`src/rtl/branch_resolve_unit_pkg.sv`:
```
// Shared encodings, FSM state type and helper functions for the decode-stage branch resolver.
// Wait figures count the decode cycles until a producer's result can be bypassed.
package branch_resolve_unit_pkg;

   localparam logic [2:0] FunctBeq  = 3'b000;
   localparam logic [2:0] FunctBne  = 3'b001;
   localparam logic [2:0] FunctBlt  = 3'b100;
   localparam logic [2:0] FunctBge  = 3'b101;
   localparam logic [2:0] FunctBltu = 3'b110;
   localparam logic [2:0] FunctBgeu = 3'b111;

   typedef enum logic [0:0] {
      StEval,
      StWait
   } state_e;

   localparam logic [1:0] BhtReset = 2'b01;

   typedef logic [1:0] wait_t;

   localparam wait_t WaitNone    = 2'd0;
   localparam wait_t WaitExAlu   = 2'd1;
   localparam wait_t WaitExLoad  = 2'd2;
   localparam wait_t WaitMemLoad = 2'd1;

   function automatic logic producer_hit(logic [4:0] rd, logic wen, logic [4:0] src);
      return wen && (rd != 5'd0) && (rd == src);
   endfunction

   // EX outranks MEM; an ALU result already in MEM is bypassed without waiting.
   function automatic wait_t operand_wait(logic ex_hit, logic ex_load, logic mem_hit,
                                          logic mem_load);
      if (ex_hit) begin
         return ex_load ? WaitExLoad : WaitExAlu;
      end
      if (mem_hit) begin
         return mem_load ? WaitMemLoad : WaitNone;
      end
      return WaitNone;
   endfunction

   function automatic logic [1:0] bht_next(logic [1:0] cnt, logic taken);
      if (taken) begin
         return (cnt == 2'b11) ? cnt : cnt + 2'b01;
      end
      return (cnt == 2'b00) ? cnt : cnt - 2'b01;
   endfunction

endpackage

```
`src/rtl/branch_resolve_unit_if.sv`:
```
// Decode-stage branch, forwarding-network and fetch-lookup signals of the branch resolver.
// The slave side is the resolver itself; the master side is the surrounding pipeline.
interface branch_resolve_unit_if #(
   parameter int unsigned XLEN = 32
);
   logic            flush;
   logic            br_valid;
   logic            is_jalr;
   logic [2:0]      br_func;
   logic [XLEN-1:0] pc;
   logic [XLEN-1:0] imm;
   logic            pred_taken_dec;
   logic [4:0]      rs1;
   logic [4:0]      rs2;
   logic [XLEN-1:0] rf_rdata1;
   logic [XLEN-1:0] rf_rdata2;
   logic [4:0]      ex_rd;
   logic            ex_wen;
   logic            ex_is_load;
   logic [4:0]      mem_rd;
   logic            mem_wen;
   logic            mem_is_load;
   logic [XLEN-1:0] mem_alu_out;
   logic [4:0]      wb_rd;
   logic            wb_wen;
   logic [XLEN-1:0] wb_data;
   logic [XLEN-1:0] if_pc;
   logic            if_pred_taken;
   logic            stall;
   logic            redirect;
   logic [XLEN-1:0] redirect_pc;

   modport slave (
      input  flush, br_valid, is_jalr, br_func, pc, imm, pred_taken_dec,
      input  rs1, rs2, rf_rdata1, rf_rdata2,
      input  ex_rd, ex_wen, ex_is_load,
      input  mem_rd, mem_wen, mem_is_load, mem_alu_out,
      input  wb_rd, wb_wen, wb_data,
      input  if_pc,
      output if_pred_taken, stall, redirect, redirect_pc
   );

   modport master (
      output flush, br_valid, is_jalr, br_func, pc, imm, pred_taken_dec,
      output rs1, rs2, rf_rdata1, rf_rdata2,
      output ex_rd, ex_wen, ex_is_load,
      output mem_rd, mem_wen, mem_is_load, mem_alu_out,
      output wb_rd, wb_wen, wb_data,
      output if_pc,
      input  if_pred_taken, stall, redirect, redirect_pc
   );

endinterface

```
`src/rtl/branch_compare.sv`:
```
// Combinational branch condition evaluator for the RISC-V conditional branch funct3 codes.
// Reserved funct3 values evaluate as not taken.
module branch_compare
   import branch_resolve_unit_pkg::*;
#(
   parameter int unsigned XLEN = 32
) (
   input  logic [XLEN-1:0] op1,
   input  logic [XLEN-1:0] op2,
   input  logic [2:0]      br_func,
   output logic            taken
);

   always_comb begin
      taken = 1'b0;
      case (br_func)
         FunctBeq:  taken = (op1 == op2);
         FunctBne:  taken = (op1 != op2);
         FunctBlt:  taken = ($signed(op1) < $signed(op2));
         FunctBge:  taken = ($signed(op1) >= $signed(op2));
         FunctBltu: taken = (op1 < op2);
         FunctBgeu: taken = (op1 >= op2);
         default:   taken = 1'b0;
      endcase
   end

endmodule

```
`src/rtl/branch_resolve_unit.sv`:
```
// Resolves decode-stage branches and JALR with operand bypassing, hazard stalls and a 2-bit BHT.
// Redirects are issued combinationally in the cycle the branch resolves.
module branch_resolve_unit
   import branch_resolve_unit_pkg::*;
#(
   parameter int unsigned XLEN        = 32,
   parameter int unsigned BHT_ENTRIES = 64,
   parameter int unsigned IDX_W       = $clog2(BHT_ENTRIES)
) (
   input logic                  clk,
   input logic                  rst,
   branch_resolve_unit_if.slave bus
);

   state_e          state_q, state_d;
   wait_t           wait_cnt_q, wait_cnt_d;
   logic [1:0]      bht_q [BHT_ENTRIES];

   logic            chk1, chk2;
   logic            ex_hit1, mem_hit1, wb_hit1;
   logic            ex_hit2, mem_hit2, wb_hit2;
   wait_t           wait1, wait2, wait_max;
   logic [XLEN-1:0] op1, op2;
   logic [XLEN-1:0] jalr_sum;
   logic            taken;

   logic            stall, redirect;
   logic [XLEN-1:0] redirect_pc;
   logic            bht_upd;
   logic [IDX_W-1:0] bht_idx, if_idx;
   logic            unused_if_pc;

   // JALR ignores rs2, so only rs1 can create a hazard for it.
   assign chk1 = bus.br_valid;
   assign chk2 = bus.br_valid & ~bus.is_jalr;

   assign ex_hit1  = chk1 & producer_hit(bus.ex_rd, bus.ex_wen, bus.rs1);
   assign mem_hit1 = chk1 & producer_hit(bus.mem_rd, bus.mem_wen, bus.rs1);
   assign wb_hit1  = chk1 & producer_hit(bus.wb_rd, bus.wb_wen, bus.rs1);
   assign ex_hit2  = chk2 & producer_hit(bus.ex_rd, bus.ex_wen, bus.rs2);
   assign mem_hit2 = chk2 & producer_hit(bus.mem_rd, bus.mem_wen, bus.rs2);
   assign wb_hit2  = chk2 & producer_hit(bus.wb_rd, bus.wb_wen, bus.rs2);

   assign wait1    = operand_wait(ex_hit1, bus.ex_is_load, mem_hit1, bus.mem_is_load);
   assign wait2    = operand_wait(ex_hit2, bus.ex_is_load, mem_hit2, bus.mem_is_load);
   assign wait_max = (wait1 > wait2) ? wait1 : wait2;

   // An EX hit always stalls, so its value never needs a bypass path here.
   assign op1 = mem_hit1 ? bus.mem_alu_out :
                wb_hit1  ? bus.wb_data     : bus.rf_rdata1;
   assign op2 = mem_hit2 ? bus.mem_alu_out :
                wb_hit2  ? bus.wb_data     : bus.rf_rdata2;

   assign jalr_sum = op1 + bus.imm;

   branch_compare #(
      .XLEN (XLEN)
   ) u_branch_compare (
      .op1     (op1),
      .op2     (op2),
      .br_func (bus.br_func),
      .taken   (taken)
   );

   always_comb begin
      state_d     = state_q;
      wait_cnt_d  = wait_cnt_q;
      stall       = 1'b0;
      redirect    = 1'b0;
      redirect_pc = '0;
      bht_upd     = 1'b0;

      if (rst || bus.flush) begin
         state_d    = StEval;
         wait_cnt_d = WaitNone;
      end else begin
         unique case (state_q)
            StEval: begin
               if (bus.br_valid) begin
                  if (wait_max != WaitNone) begin
                     stall      = 1'b1;
                     wait_cnt_d = wait_max - 2'd1;
                     state_d    = (wait_cnt_d != WaitNone) ? StWait : StEval;
                  end else if (bus.is_jalr) begin
                     redirect    = 1'b1;
                     redirect_pc = {jalr_sum[XLEN-1:1], 1'b0};
                  end else begin
                     bht_upd = 1'b1;
                     if (taken != bus.pred_taken_dec) begin
                        redirect    = 1'b1;
                        redirect_pc = taken ? bus.pc + bus.imm : bus.pc + XLEN'(4);
                     end
                  end
               end
            end
            StWait: begin
               stall      = bus.br_valid;
               wait_cnt_d = wait_cnt_q - 2'd1;
               if (wait_cnt_d == WaitNone) begin
                  state_d = StEval;
               end
            end
            default: begin
               state_d    = StEval;
               wait_cnt_d = WaitNone;
            end
         endcase
      end
   end

   always_ff @(posedge clk or posedge rst) begin
      if (rst) begin
         state_q    <= StEval;
         wait_cnt_q <= WaitNone;
      end else begin
         state_q    <= state_d;
         wait_cnt_q <= wait_cnt_d;
      end
   end

   assign bht_idx = bus.pc[IDX_W+1:2];
   assign if_idx  = bus.if_pc[IDX_W+1:2];

   always_ff @(posedge clk or posedge rst) begin
      if (rst) begin
         for (int i = 0; i < BHT_ENTRIES; i++) begin
            bht_q[i] <= BhtReset;
         end
      end else if (bht_upd) begin
         bht_q[bht_idx] <= bht_next(bht_q[bht_idx], taken);
      end
   end

   // Lookup reads the registered array, so a same-cycle update is not visible yet.
   assign bus.if_pred_taken = bht_q[if_idx][1];
   assign bus.stall         = stall;
   assign bus.redirect      = redirect;
   assign bus.redirect_pc   = redirect_pc;

   assign unused_if_pc = ^{bus.if_pc[XLEN-1:IDX_W+2], bus.if_pc[1:0]};

endmodule

```
`src/flat_wrapper.sv`:
```
// flat-port wrapper written by rule: the top's interface ports become plain ports
module branch_resolve_unit_flat import branch_resolve_unit_pkg::*;
#(
   parameter int unsigned XLEN        = 32,
   parameter int unsigned BHT_ENTRIES = 64,
   parameter int unsigned IDX_W       = $clog2(BHT_ENTRIES)
)
  (clk, rst, bus_flush, bus_br_valid, bus_is_jalr, bus_br_func, bus_pc, bus_imm, bus_pred_taken_dec, bus_rs1, bus_rs2, bus_rf_rdata1, bus_rf_rdata2, bus_ex_rd, bus_ex_wen, bus_ex_is_load, bus_mem_rd, bus_mem_wen, bus_mem_is_load, bus_mem_alu_out, bus_wb_rd, bus_wb_wen, bus_wb_data, bus_if_pc, bus_if_pred_taken, bus_stall, bus_redirect, bus_redirect_pc);
  branch_resolve_unit_if #(.XLEN(XLEN)) bus_i ();
  input logic clk;
  input logic rst;
  input wire logic [$bits(bus_i.flush)-1:0] bus_flush;
  input wire logic [$bits(bus_i.br_valid)-1:0] bus_br_valid;
  input wire logic [$bits(bus_i.is_jalr)-1:0] bus_is_jalr;
  input wire logic [$bits(bus_i.br_func)-1:0] bus_br_func;
  input wire logic [$bits(bus_i.pc)-1:0] bus_pc;
  input wire logic [$bits(bus_i.imm)-1:0] bus_imm;
  input wire logic [$bits(bus_i.pred_taken_dec)-1:0] bus_pred_taken_dec;
  input wire logic [$bits(bus_i.rs1)-1:0] bus_rs1;
  input wire logic [$bits(bus_i.rs2)-1:0] bus_rs2;
  input wire logic [$bits(bus_i.rf_rdata1)-1:0] bus_rf_rdata1;
  input wire logic [$bits(bus_i.rf_rdata2)-1:0] bus_rf_rdata2;
  input wire logic [$bits(bus_i.ex_rd)-1:0] bus_ex_rd;
  input wire logic [$bits(bus_i.ex_wen)-1:0] bus_ex_wen;
  input wire logic [$bits(bus_i.ex_is_load)-1:0] bus_ex_is_load;
  input wire logic [$bits(bus_i.mem_rd)-1:0] bus_mem_rd;
  input wire logic [$bits(bus_i.mem_wen)-1:0] bus_mem_wen;
  input wire logic [$bits(bus_i.mem_is_load)-1:0] bus_mem_is_load;
  input wire logic [$bits(bus_i.mem_alu_out)-1:0] bus_mem_alu_out;
  input wire logic [$bits(bus_i.wb_rd)-1:0] bus_wb_rd;
  input wire logic [$bits(bus_i.wb_wen)-1:0] bus_wb_wen;
  input wire logic [$bits(bus_i.wb_data)-1:0] bus_wb_data;
  input wire logic [$bits(bus_i.if_pc)-1:0] bus_if_pc;
  output wire logic [$bits(bus_i.if_pred_taken)-1:0] bus_if_pred_taken;
  output wire logic [$bits(bus_i.stall)-1:0] bus_stall;
  output wire logic [$bits(bus_i.redirect)-1:0] bus_redirect;
  output wire logic [$bits(bus_i.redirect_pc)-1:0] bus_redirect_pc;
  assign bus_i.flush = bus_flush;
  assign bus_i.br_valid = bus_br_valid;
  assign bus_i.is_jalr = bus_is_jalr;
  assign bus_i.br_func = bus_br_func;
  assign bus_i.pc = bus_pc;
  assign bus_i.imm = bus_imm;
  assign bus_i.pred_taken_dec = bus_pred_taken_dec;
  assign bus_i.rs1 = bus_rs1;
  assign bus_i.rs2 = bus_rs2;
  assign bus_i.rf_rdata1 = bus_rf_rdata1;
  assign bus_i.rf_rdata2 = bus_rf_rdata2;
  assign bus_i.ex_rd = bus_ex_rd;
  assign bus_i.ex_wen = bus_ex_wen;
  assign bus_i.ex_is_load = bus_ex_is_load;
  assign bus_i.mem_rd = bus_mem_rd;
  assign bus_i.mem_wen = bus_mem_wen;
  assign bus_i.mem_is_load = bus_mem_is_load;
  assign bus_i.mem_alu_out = bus_mem_alu_out;
  assign bus_i.wb_rd = bus_wb_rd;
  assign bus_i.wb_wen = bus_wb_wen;
  assign bus_i.wb_data = bus_wb_data;
  assign bus_i.if_pc = bus_if_pc;
  assign bus_if_pred_taken = bus_i.if_pred_taken;
  assign bus_stall = bus_i.stall;
  assign bus_redirect = bus_i.redirect;
  assign bus_redirect_pc = bus_i.redirect_pc;
  branch_resolve_unit #(.XLEN(XLEN), .BHT_ENTRIES(BHT_ENTRIES), .IDX_W(IDX_W)) u_core (.clk(clk), .rst(rst), .bus(bus_i));
endmodule
```
`config.mk`:
```
export PLATFORM = sky130hd
export DESIGN_NAME = branch_resolve_unit_flat
export DESIGN_NICKNAME = d
export VERILOG_FILES = /design/src/rtl/branch_resolve_unit_pkg.sv /design/src/rtl/branch_resolve_unit_if.sv /design/src/rtl/branch_compare.sv /design/src/rtl/branch_resolve_unit.sv /design/src/flat_wrapper.sv
export SDC_FILE = /design/constraint.sdc
export NUM_CORES = 1
export LEC_CHECK = 0
export CORE_MARGIN = 1
export CORE_UTILIZATION = 50
export DETAILED_ROUTE_END_ITERATION = 10
export GPL_TIMING_DRIVEN = 0
export PLACE_DENSITY = 0.79
export SLEW_MARGIN = 10
export SYNTH_ARGS = -nofsm -noshare
export SYNTH_HDL_FRONTEND = slang
export SYNTH_HIERARCHICAL = 1
export SYNTH_SLANG_ARGS = --single-unit
```
`constraint.sdc`:
```
create_clock -name clk -period 12 [get_ports clk]
set_input_delay 1.8 -clock clk [delete_from_list [all_inputs] [get_ports clk]]
set_output_delay 1.8 -clock clk [all_outputs]
set_load 0.01 [all_outputs]
```
# Word-level counts from Yosys, hierarchy flattened
# Index checks and enable logic that the tools add are counted.
# W data, S select, Z words.
# word_totals
ff_bits	131
inputBits	263
output_inout_bits	35
word_cells	199
# classes
addsub	7
order_cmp	8
n_eq_ne	17
muxes	70
n_bitwise	11
n_reduce_logical	20
# ops
operator	count
$mux W32	11
$bwmux W128	1
$add A32 B32 Y32	2
$ge A32 B32 Y1	2
$lt A32 B32 Y1	2
$mux W2	23
$add A32 B3 Y32 const B	1
$eq A32 B32 Y1	1
$ne A32 B32 Y1	1
$eq A5 B5 Y1	6
$mux W1	28
$bmux W2 S6	2
$reduce_bool A5 Y1	3
$ge A7 B7 Y1 const B	2
$not A6 Y7	2
$demux W2 S6	1
$eq A3 B3 Y1 const B	4
$logic_and A1 B1 Y1	10
$and A1 B1 Y1	7
$lt A7 B1 Y1 const B	1
$pmux W1 S6	1
$sub A2 B1 Y2 const B	3
$logic_not A2 Y1	2
$pmux W1 S2	2
13 further kinds	15

# Depth between registers and ports, before layout
# Gate-level depths: netlist of run 1.
# logic_depth
ltp_word	19
ltp_mapped	24
ltp_nobuf	20

# Cells and area by module
# Netlist of run 1, hierarchy kept.
# by_module_without_submodules
module	n_inst	cells_per_inst	area_each_um2	seq_area_each_um2
branch_resolve_unit	1	1458	12987.5	3358.2
branch_compare	1	128	923.4	0.0

# Worst setup path before layout of run 1
# No wires, ideal clock.
# synth_path
path_type	input to output
startpoint	in bus_is_jalr
endpoint	out bus_redirect_pc[20]
arrival_time_ns	6.648
setup_slack_ns	3.552
path_stages	22
path_buffers	4
path_cell_list	clkbuf_1 > nand2b_1 > nor3b_1 > nand3_1 > nor4_1 > buf_2 > mux2i_1 > o21ai_0 > inv_1 > ha_1 > nor2b_1 > o211ai_1 > a21oi_1 > o311a_1 > o311a_1 > nor3_2 > clkbuf_1 > clkinv_1 > nor2_1 > clkbuf_1 > a311oi_1 > a211oi_1
# synth_between
elab_chain_len	14
# synth_rtl
element	line_no	text
start: declaration	flat_wrapper.sv:14	input wire logic [$bits(bus_i.is_jalr)-1:0] bus_is_jalr;
$not A1 Y1 *	branch_resolve_unit.sv:35	assign chk2 = bus.br_valid & ~bus.is_jalr;
$and A1 B1 Y1 *	branch_resolve_unit.sv:35	
$and A1 B1 Y1	branch_resolve_unit.sv:42	assign wb_hit2 = chk2 & producer_hit(bus.wb_rd, bus.wb_wen, bus.rs2);
$mux W32	branch_resolve_unit.sv:52	wb_hit2 ? bus.wb_data : bus.rf_rdata2;
$mux W32 *	branch_resolve_unit.sv:51	assign op2 = mem_hit2 ? bus.mem_alu_out :
via u_core.op2[1]	branch_resolve_unit.sv:23	logic [XLEN-1:0] op1, op2;
$ge A32 B32 Y1 (tied with other cells)	branch_compare.sv:22	FunctBgeu: taken = (op1 >= op2);
$pmux W1 S6 *	branch_compare.sv:16	case (br_func)
via u_core.taken	branch_resolve_unit.sv:25	logic taken;
$mux W32 or $ne A1 B1 Y1 (tied branches)	branch_resolve_unit.sv:91, branch_resolve_unit.sv:89	
$mux W32 *	branch_resolve_unit.sv:89	if (taken != bus.pred_taken_dec) begin
$mux W32 *	branch_resolve_unit.sv:84	end else if (bus.is_jalr) begin
$mux W32 *	branch_resolve_unit.sv:80	if (wait_max != WaitNone) begin
$mux W32 *	branch_resolve_unit.sv:79	if (bus.br_valid) begin
$mux W32 *	branch_resolve_unit.sv:77	unique case (state_q)
$mux W32 *	branch_resolve_unit.sv:73	if (rst || bus.flush) begin
end: declaration	flat_wrapper.sv:37	output wire logic [$bits(bus_i.redirect_pc)-1:0] bus_redirect_pc;
# Mark *: on every way through the listed nets, which the timed path passes. The rest lies on a longest branch. The select of a mux whose other input is x is not followed.

# Worst setup path in the final report of run 1
# layout_path
startpoint	in bus_rs2[0]
endpoint	out bus_redirect_pc[17]
# layout_between
elab_chain_len	14
# layout_rtl
element	line_no	text
start: declaration	flat_wrapper.sv:20	input wire logic [$bits(bus_i.rs2)-1:0] bus_rs2;
$eq A5 B5 Y1	branch_resolve_unit_pkg.sv:27	return wen && (rd != 5'd0) && (rd == src);
$logic_and A1 B1 Y1	branch_resolve_unit_pkg.sv:27	
$and A1 B1 Y1	branch_resolve_unit.sv:42	
$mux W32	branch_resolve_unit.sv:52	
$mux W32 *	branch_resolve_unit.sv:51	
via u_core.op2[14]	branch_resolve_unit.sv:23	
$ge A32 B32 Y1 (tied with other cells)	branch_compare.sv:22	
$pmux W1 S6 *	branch_compare.sv:16	
via u_core.taken	branch_resolve_unit.sv:25	
$mux W32 or $ne A1 B1 Y1 (tied branches)	branch_resolve_unit.sv:91, branch_resolve_unit.sv:89	
$mux W32 *	branch_resolve_unit.sv:89	
$mux W32 *	branch_resolve_unit.sv:84	
$mux W32 *	branch_resolve_unit.sv:80	
$mux W32 *	branch_resolve_unit.sv:79	
$mux W32 *	branch_resolve_unit.sv:77	
$mux W32 *	branch_resolve_unit.sv:73	
# Marked as above.

==> results of run 1 <==
-- cells in the mapped netlist (7+ instances only) --
library cell	number	area, sq um
sky130_fd_sc_hd__a211oi_1	20	150
sky130_fd_sc_hd__a21o_1	19	143
sky130_fd_sc_hd__a21oi_1	115	576
sky130_fd_sc_hd__a221oi_1	13	114
sky130_fd_sc_hd__a22oi_1	74	556
sky130_fd_sc_hd__and2_1	10	62.6
sky130_fd_sc_hd__and3_1	19	119
sky130_fd_sc_hd__and4_1	7	61.3
sky130_fd_sc_hd__buf_1	15	56.3
sky130_fd_sc_hd__buf_2	23	115
sky130_fd_sc_hd__clkbuf_1	50	188
sky130_fd_sc_hd__dfrtp_1	67	1680
sky130_fd_sc_hd__dfstp_2	64	1680
sky130_fd_sc_hd__ha_1	107	1340
sky130_fd_sc_hd__inv_1	65	244
sky130_fd_sc_hd__mux2_2	129	1450
sky130_fd_sc_hd__mux2i_1	76	761
sky130_fd_sc_hd__mux4_2	21	473
sky130_fd_sc_hd__nand2_1	156	586
sky130_fd_sc_hd__nand2b_1	12	75.1
sky130_fd_sc_hd__nand3_1	36	180
sky130_fd_sc_hd__nand4_1	37	231
sky130_fd_sc_hd__nor2_1	92	345
sky130_fd_sc_hd__nor2b_1	10	62.6
sky130_fd_sc_hd__nor3_1	21	105
sky130_fd_sc_hd__nor3b_1	12	90.1
sky130_fd_sc_hd__nor4_1	7	43.8
sky130_fd_sc_hd__o211ai_1	9	67.6
sky130_fd_sc_hd__o21ai_0	75	375
sky130_fd_sc_hd__o22ai_1	11	68.8
sky130_fd_sc_hd__o31ai_1	7	52.6
sky130_fd_sc_hd__or4_1	7	52.6
sky130_fd_sc_hd__xnor2_1	63	552
sky130_fd_sc_hd__xor2_1	42	368
-- sequential cells by signal, summed over array words and instances, names as in the netlist --
| register | count |
|---|---|
| u_core/wait_cnt_q | 2 |
| u_core/state_q | 1 |
| u_core/bht_q | 128 |
-- area by class of cell --
cell class	count	area, sq um	share of cell area [%]
clock buffers	20	447	2.51
repair buffers	269	2710	15.3
multi-input cells	1301	9960	56.1
plain buffers	88	359	2.02
flip-flops and latches	131	3360	18.9
well taps	372	465	2.62
clock inverters	12	204	1.15
inverters	66	253	1.42
diodes	1	2.50	0.0141
-- worst max-delay path by stage --
stage                            from             endpoint  slack, ps
after floorplan           bus_is_jalr  bus_redirect_pc[20]       3550
after global placement     bus_rs2[0]  bus_redirect_pc[10]        420
after detailed placement   bus_rs2[0]  bus_redirect_pc[10]        340
after CTS                  bus_rs2[0]  bus_redirect_pc[10]        330
after global routing       bus_rs2[0]  bus_redirect_pc[10]         50
final                      bus_rs2[0]  bus_redirect_pc[17]        540
-- routing by layer --
layer | share of wire [%] | wire length [um] | track usage, % | up-vias
met3 | 9.5 | 5010 | 6.71 | 217
met1 | 38 | 19900 | 44.6 | 6929
met2 | 48 | 25200 | 61.1 | 960
met4 | 5.3 | 2810 | 18.1 | 2
li1 | - | - | - | 6509
met5 | 0.025 | 13 | 0 | -
-- worst max-delay path, delay by kind of cell --
kind	cells	cell delay, ps
mux	1	140
fa+ha+maj	1	320
simple gates	7	2570
xor+xnor	1	210
buf+inv	7	3290
compound gates	5	1320
-- cells by family (layout without fill, tap and decap cells) --
logic type	count (synthesis)	count (layout)	synth area share (%)
AND/OR/NAND/NOR	447	447	16.0
multiplexers	226	226	19.3
flip-flops	131	131	24.1
XOR/XNOR	105	105	6.61
buffers and inverters	154	455	4.36
adder cells (fa/ha/maj)	111	111	10.1
other	0	1	0
AO/OA/AOI/OAI	412	412	19.5
-- through the flow --
stage | instance area [sq um] | total power, mW
floorplan | 13900 | 0.745
global placement | 17000 | 0.938
detailed placement | 17100 | 0.947
CTS | 17700 | 1.51
global route | 17800 | 1.58
finish | 17800 | 1.52
-- power by group through the flow --
stage | clock network, mW | registers [mW] | logic (mW)
final | 0.567 | 0.457 | 0.499
after global routing | 0.590 | 0.457 | 0.533
after CTS | 0.570 | 0.457 | 0.487
after detailed placement | 0 | 0.464 | 0.483
after global placement | 0 | 0.463 | 0.475
after floorplan | 0 | 0.462 | 0.283
==> results.yml, run 1 <==
cells_and_area:
  final.fill_count: 2150
  post_route_cells_drive_above_1_share_pct: 15.5
  most_common_cell_after_layout_fill_and_taps_aside: "sky130_fd_sc_hd__clkdlybuf4s50_1"
  layout_overhead_on_the_synthesized_area_pct: 27.7
  net_count_of_the_finished_layout: 2246
  finish.utilization_pct: 65.5
  finalNonFillerCells: 2260
  mostFrequentLayoutCells: "sky130_fd_sc_hd__clkdlybuf4s50_1 (267), sky130_fd_sc_hd__nand2_1 (156), sky130_fd_sc_hd__mux2_2 (129)"
pwr:
  clock_power_share_pct: 37.2
  total_leakage_power_nw: 7.14
  comb_power_share_pct: 32.8
  p_sw_mw: 0.477
  sequentialPowerShare_pct: 30.0
  internal_power_mw: 1.05
  vdd.ir_drop.worst_v: 0.000117
  switching_share_pct: 31.3
  powerDensity_nw_per_um2: 85.7
die:
  io-pin-count: 298
  initial_core_util_pct: 51.3
  die_h_um: 169
  fp-row-count: 60
  core_area_sq_um: 27100
  design.die.area_sq_um: 28500
  die_width_um: 169
critical_path:
  worstPathRequired_ps: 10200
  timing.reg2reg.worst_path_depth: 7
  end_of_the_worst_register_to_register_path: "u_core/bht_q[81]"
  regToRegSetupSlack_ps: 8740
  critical-path-slowest-cell: "sky130_fd_sc_hd__nor2_1"
  r2r_start: "u_core/state_q"
  critPathLaunchType: "input pin"
  critPathMaxFanout: 10
  cp.arrival_ps: 9660
  max_stage_delay_ps: 700
  critical_path.endpoint_type: "output port"
  path_cells: "clkdlybuf4s50_1 -> xor2_1 -> nor3b_1 -> nand3_1 -> nor4_2 -> buf_2 -> mux2i_1 -> o21ai_0 -> inv_1 -> ha_1 -> nand4_1 -> nor4_1 -> a311oi_1 -> a211o_2 -> nor3_2 -> clkbuf_1 -> clkinv_1 -> nor2_1 -> clkbuf_1 -> a221oi_1 -> a211oi_1 -> clkdlybuf4s50_1"
  worst-setup-path-type: "input pin to output port"
timing:
  final_max_slew_viol_count: 0
  worstMarginPinSlew_ps: 1310
  finalCritPeriodShare_pct: 95.5
  fmaxAchievable_mhz: 87.3
  minimum_clock_period_after_layout_ps: 11460
  final_hold_vios: 0
  totalNegativeSetupSlack_ps: 0
  unrepaired_setup_endpoints_after_global_routing: "no"
  slew-limit-headroom_pct: 12.4
  finalWorstSetupSlack_ps: 542
  setup_viol: 0
  worst_clock_skew_ps: 9.65
  worst_hold_slack_ps: 532
global_route:
  grt_pass1_vias: 14200
  grt_use_total_pct: 36.3
  grt_antenna_before_repair: 2
  grt_first_pass_wirelength_um: 79500
  grt.overflow.total: 0
  grt_max_degree: 69
routing:
  post-route-drc-count: 0
  number_of_vias_after_detailed_routing: 14600
  detailedRoute.firstPassIterationCount: 6
  post_drt_wl_per_cell_um: 23.5
  routed_wirelength_um: 53000
  postRouteAntennaNets: 0
  drt_iter0_markers: 1665
  via_per_inst: 6.47
synth:
  synthArstFlopShare_pct: 100
  number_of_warnings_reported_in_the_yosys_synthesis_log: 6
  mappedNetlistArea_sq_um: 13900
  synth_sequential_area_ratio_pct: 24.1
  edff_count_synth: 0
  synth-main-ff-cell: "sky130_fd_sc_hd__dfrtp_1"
  yosysUniqueCellTypes: 82
  mappedNetlistNets: 1958
  postSynthAreaPerCell_sq_um: 8.77
  synthCells: 1586
  ys_ff_latch: 131
placed_design:
  place_congestion: 0.999
  place.detailed.instances: 2227
  dp_hpwl_um: 41200
  detailedPlace.worstSlack_ps: 345
  port_buffers: 267
clock_tree:
  postCtsResizedCells: 0
  numCtsBuffers: 17
  cts-root-to-sink-buffers: 2
  cts.reportedPaths.clkPinSlew_ps: 60
  cts_num_sinks: 131
  tritoncts: "built"
  cts-htree-levels: 4
  root_buffer: "sky130_fd_sc_hd__clkbuf_16"
  post-cts-setup-buffer-count: 0
  clock_latency_ps: 420
  cts.hold.buffers_added: 0
hold_path:
  timing.hold.worst.class: "flop to flop"
  hold_depth: 1
  worst_hold_endpoint: "u_core/bht_q[59]"
  hp-start: "u_core/bht_q[59]"
status:
  outcome: "completed"
run:
  maxCapViolations: 0
No activity file was read; power rests on OpenSTA's default activity.
==> run 2, diff against run 1 <==
CORE_UTILIZATION = 40   (was 50)
PLACE_DENSITY = 0.65   (was 0.79)
==> run 2 against run 1 <==
Compared with the run above:
- fmax decreased by 0.77%
- die area increased by 25%
- sequential power about the same
- first-iteration DRC count decreased by 28%
- count of clock-buffer cells in the layout increased by 4
- via count decreased by 2.6%
- critical endpoint is now bus_redirect_pc[10]
- largest cell class unchanged
==> results.yml, run 2 (synthesized netlist as in run 1, its figures left out) <==
timing:
  final_max_slew_viol_count: 0
  unrepaired_setup_endpoints_after_global_routing: "no"
  worstMarginPinSlew_ps: 1280
  final_hold_vios: 0
  slew-limit-headroom_pct: 14.0
  setup_viol: 0
  totalNegativeSetupSlack_ps: 0
  finalCritPeriodShare_pct: 96.2
  minimum_clock_period_after_layout_ps: 11550
  fmaxAchievable_mhz: 86.6
  worst_clock_skew_ps: 10.8
clock_tree:
  cts.reportedPaths.clkPinSlew_ps: 60
  clock_latency_ps: 430
  tritoncts: "built"
  root_buffer: "sky130_fd_sc_hd__clkbuf_16"
  post-cts-setup-buffer-count: 0
  postCtsResizedCells: 0
  cts.hold.buffers_added: 0
  cts-htree-levels: 4
  cts_num_sinks: 131
  cts-root-to-sink-buffers: 2
  numCtsBuffers: 17
critical_path:
  path_cells: "clkdlybuf4s50_1 -> xor2_1 -> nor3b_1 -> nand3_1 -> nor4_2 -> buf_2 -> mux2i_1 -> o21ai_0 -> inv_1 -> ha_1 -> nand4_1 -> nor4_1 -> a311oi_1 -> a211o_2 -> nor3_2 -> clkbuf_1 -> clkinv_1 -> nor2_2 -> clkbuf_1 -> a221oi_1 -> a211oi_1 -> clkdlybuf4s50_1"
  timing.critical_path.buf_inv: 7
  worst-setup-path-type: "input pin to output port"
  worstPathRequired_ps: 10200
  critPathMaxFanout: 10
  cp.arrival_ps: 9750
  critPathLaunchType: "input pin"
  max_stage_delay_ps: 660
  critical_path.endpoint_type: "output port"
  critical-path-slowest-cell: "sky130_fd_sc_hd__nor4_2"
  crit_family: "buffers and inverters"
cells_and_area:
  largest_register_ffs: 128
  finalNonFillerCells: 2336
  fin_area_sq_um: 17800
  net_count_of_the_finished_layout: 2246
  layout_overhead_on_the_synthesized_area_pct: 28.1
  mostFrequentLayoutCells: "sky130_fd_sc_hd__clkdlybuf4s50_1 (267), sky130_fd_sc_hd__nand2_1 (156), sky130_fd_sc_hd__mux2_2 (129)"
  reg_top3: "u_core/bht_q: 128 flops, u_core/wait_cnt_q: 2 flops, u_core/state_q: 1 flops"
  most_common_cell_after_layout_fill_and_taps_aside: "sky130_fd_sc_hd__clkdlybuf4s50_1"
  post_route_cells_drive_above_1_share_pct: 15.6
  largest_register: "u_core/bht_q"
die:
  die_width_um: 188
  design.die.area_sq_um: 35500
  die_h_um: 188
  core_area_sq_um: 33900
  io-pin-count: 298
  fp-row-count: 67
  initial_core_util_pct: 41.1
routing:
  postRouteAntennaNets: 0
  post_drt_wl_per_cell_um: 23.1
  routed_wirelength_um: 54000
  detailedRoute.firstPassIterationCount: 5
  post-route-drc-count: 0
  drt_iter0_markers: 1196
  via_per_inst: 6.09
  number_of_vias_after_detailed_routing: 14200
status:
  outcome: "completed"
placed_design:
  place_congestion: 0.968
  port_buffers: 267
  place.detailed.instances: 2303
  dp_hpwl_um: 42800
  postPlaceCellArea_sq_um: 17200
global_route:
  grt_max_degree: 79
  grt_first_pass_wirelength_um: 81400
  grt_pass1_vias: 14200
  grt_use_total_pct: 29.7
  grt.overflow.total: 0
  grt_antenna_before_repair: 1
pwr:
  total_leakage_power_nw: 7.13
  powerDensity_nw_per_um2: 82.9
  vdd.ir_drop.worst_v: 0.000113
hold_path:
  timing.hold.worst.class: "flop to flop"
run:
  maxCapViolations: 0
==> run 2: changes by cell type in the layout (fill, tap and decap cells not counted), sizes merged <==
| cell | before | now |
|---|---|---|
| bufinv | 5 | 2 |
| clkbuf | 70 | 74 |
| inv | 66 | 65 |
==> run 2: worst register-to-register path: cells and delay by family, from the launching register on <==
kind | cells | cell delay, ps
multiplexers | 1 | 330
buffers and inverters | 1 | 610
AND/OR/NAND/NOR | 5 | 1510
flip-flops | 1 | 430
==> run 2: per-stage QoR <==
| step | power [mW] | util (%) | setup slack (ps) | hold slack (ps) |
|---|---|---|---|---|
| 2_1_floorplan | 0.745 | - | 3550 | 497 |
| 3_5_place_dp | 0.951 | 50.8 | 531 | 516 |
| 6_report | 1.48 | 52.6 | 454 | 533 |
| 3_3_place_gp | 0.944 | 50.6 | 70.3 | 511 |
| 5_1_grt | 1.55 | 52.6 | 88.3 | 538 |
| 4_1_cts | 1.48 | 52.6 | 504 | 532 |
==> run 2: worst paths after layout <==
| path | startpoint | endpoint | slack [ps] | depth (start not counted) |
|---|---|---|---|---|
| worst max-delay path | bus_rs2[0] | bus_redirect_pc[10] | 450 | 22 |
| worst min-delay path | u_core/bht_q[9] | u_core/bht_q[9] | 530 | 1 |
| worst max register to register | u_core/state_q | u_core/bht_q[71] | 9000 | 7 |
| worst min register to register | u_core/bht_q[9] | u_core/bht_q[9] | 530 | 1 |
| max in group asynchronous | rst | u_core/bht_q[32] | 9270 | 3 |
| min in group asynchronous | rst | u_core/wait_cnt_q[1] | 1930 | 2 |
==> run 2: report_power, final <==
part | switching [mW] | leakage [nW] | internal, mW
registers | 0.00335 | 1.60 | 0.453
logic | 0.279 | 5.23 | 0.218
clock network | 0.186 | 0.294 | 0.337
total | 0.469 | 7.13 | 1.01
==> run 2: per-layer routing <==
layer,track usage (%),part of all wire [%],vias up
li1,-,-,6516
met1,36.8,40,6874
met2,50.6,48,701
met3,5.44,7.8,139
met4,12.4,4.0,2
met5,0,0.024,-
==> run 2: final cells by class <==
type / instances / area [sq um]
Antenna cell: 1 / 2.50
Buffer: 88 / 359
Clock buffer: 24 / 512
Clock inverter: 8 / 97.6
Fill cell: 3186 / 16000
Inverter: 66 / 253
Multi-Input combinational cell: 1301 / 9970
Sequential cell: 131 / 3360
Tap cell: 448 / 561
Timing Repair Buffer: 269 / 2710
==> run 3, diff against run 2 <==
SKIP_LAST_GASP = 1   (was default)
==> results of run 3 <==
Final layout, timing and power as in run 2 (identical DEF).
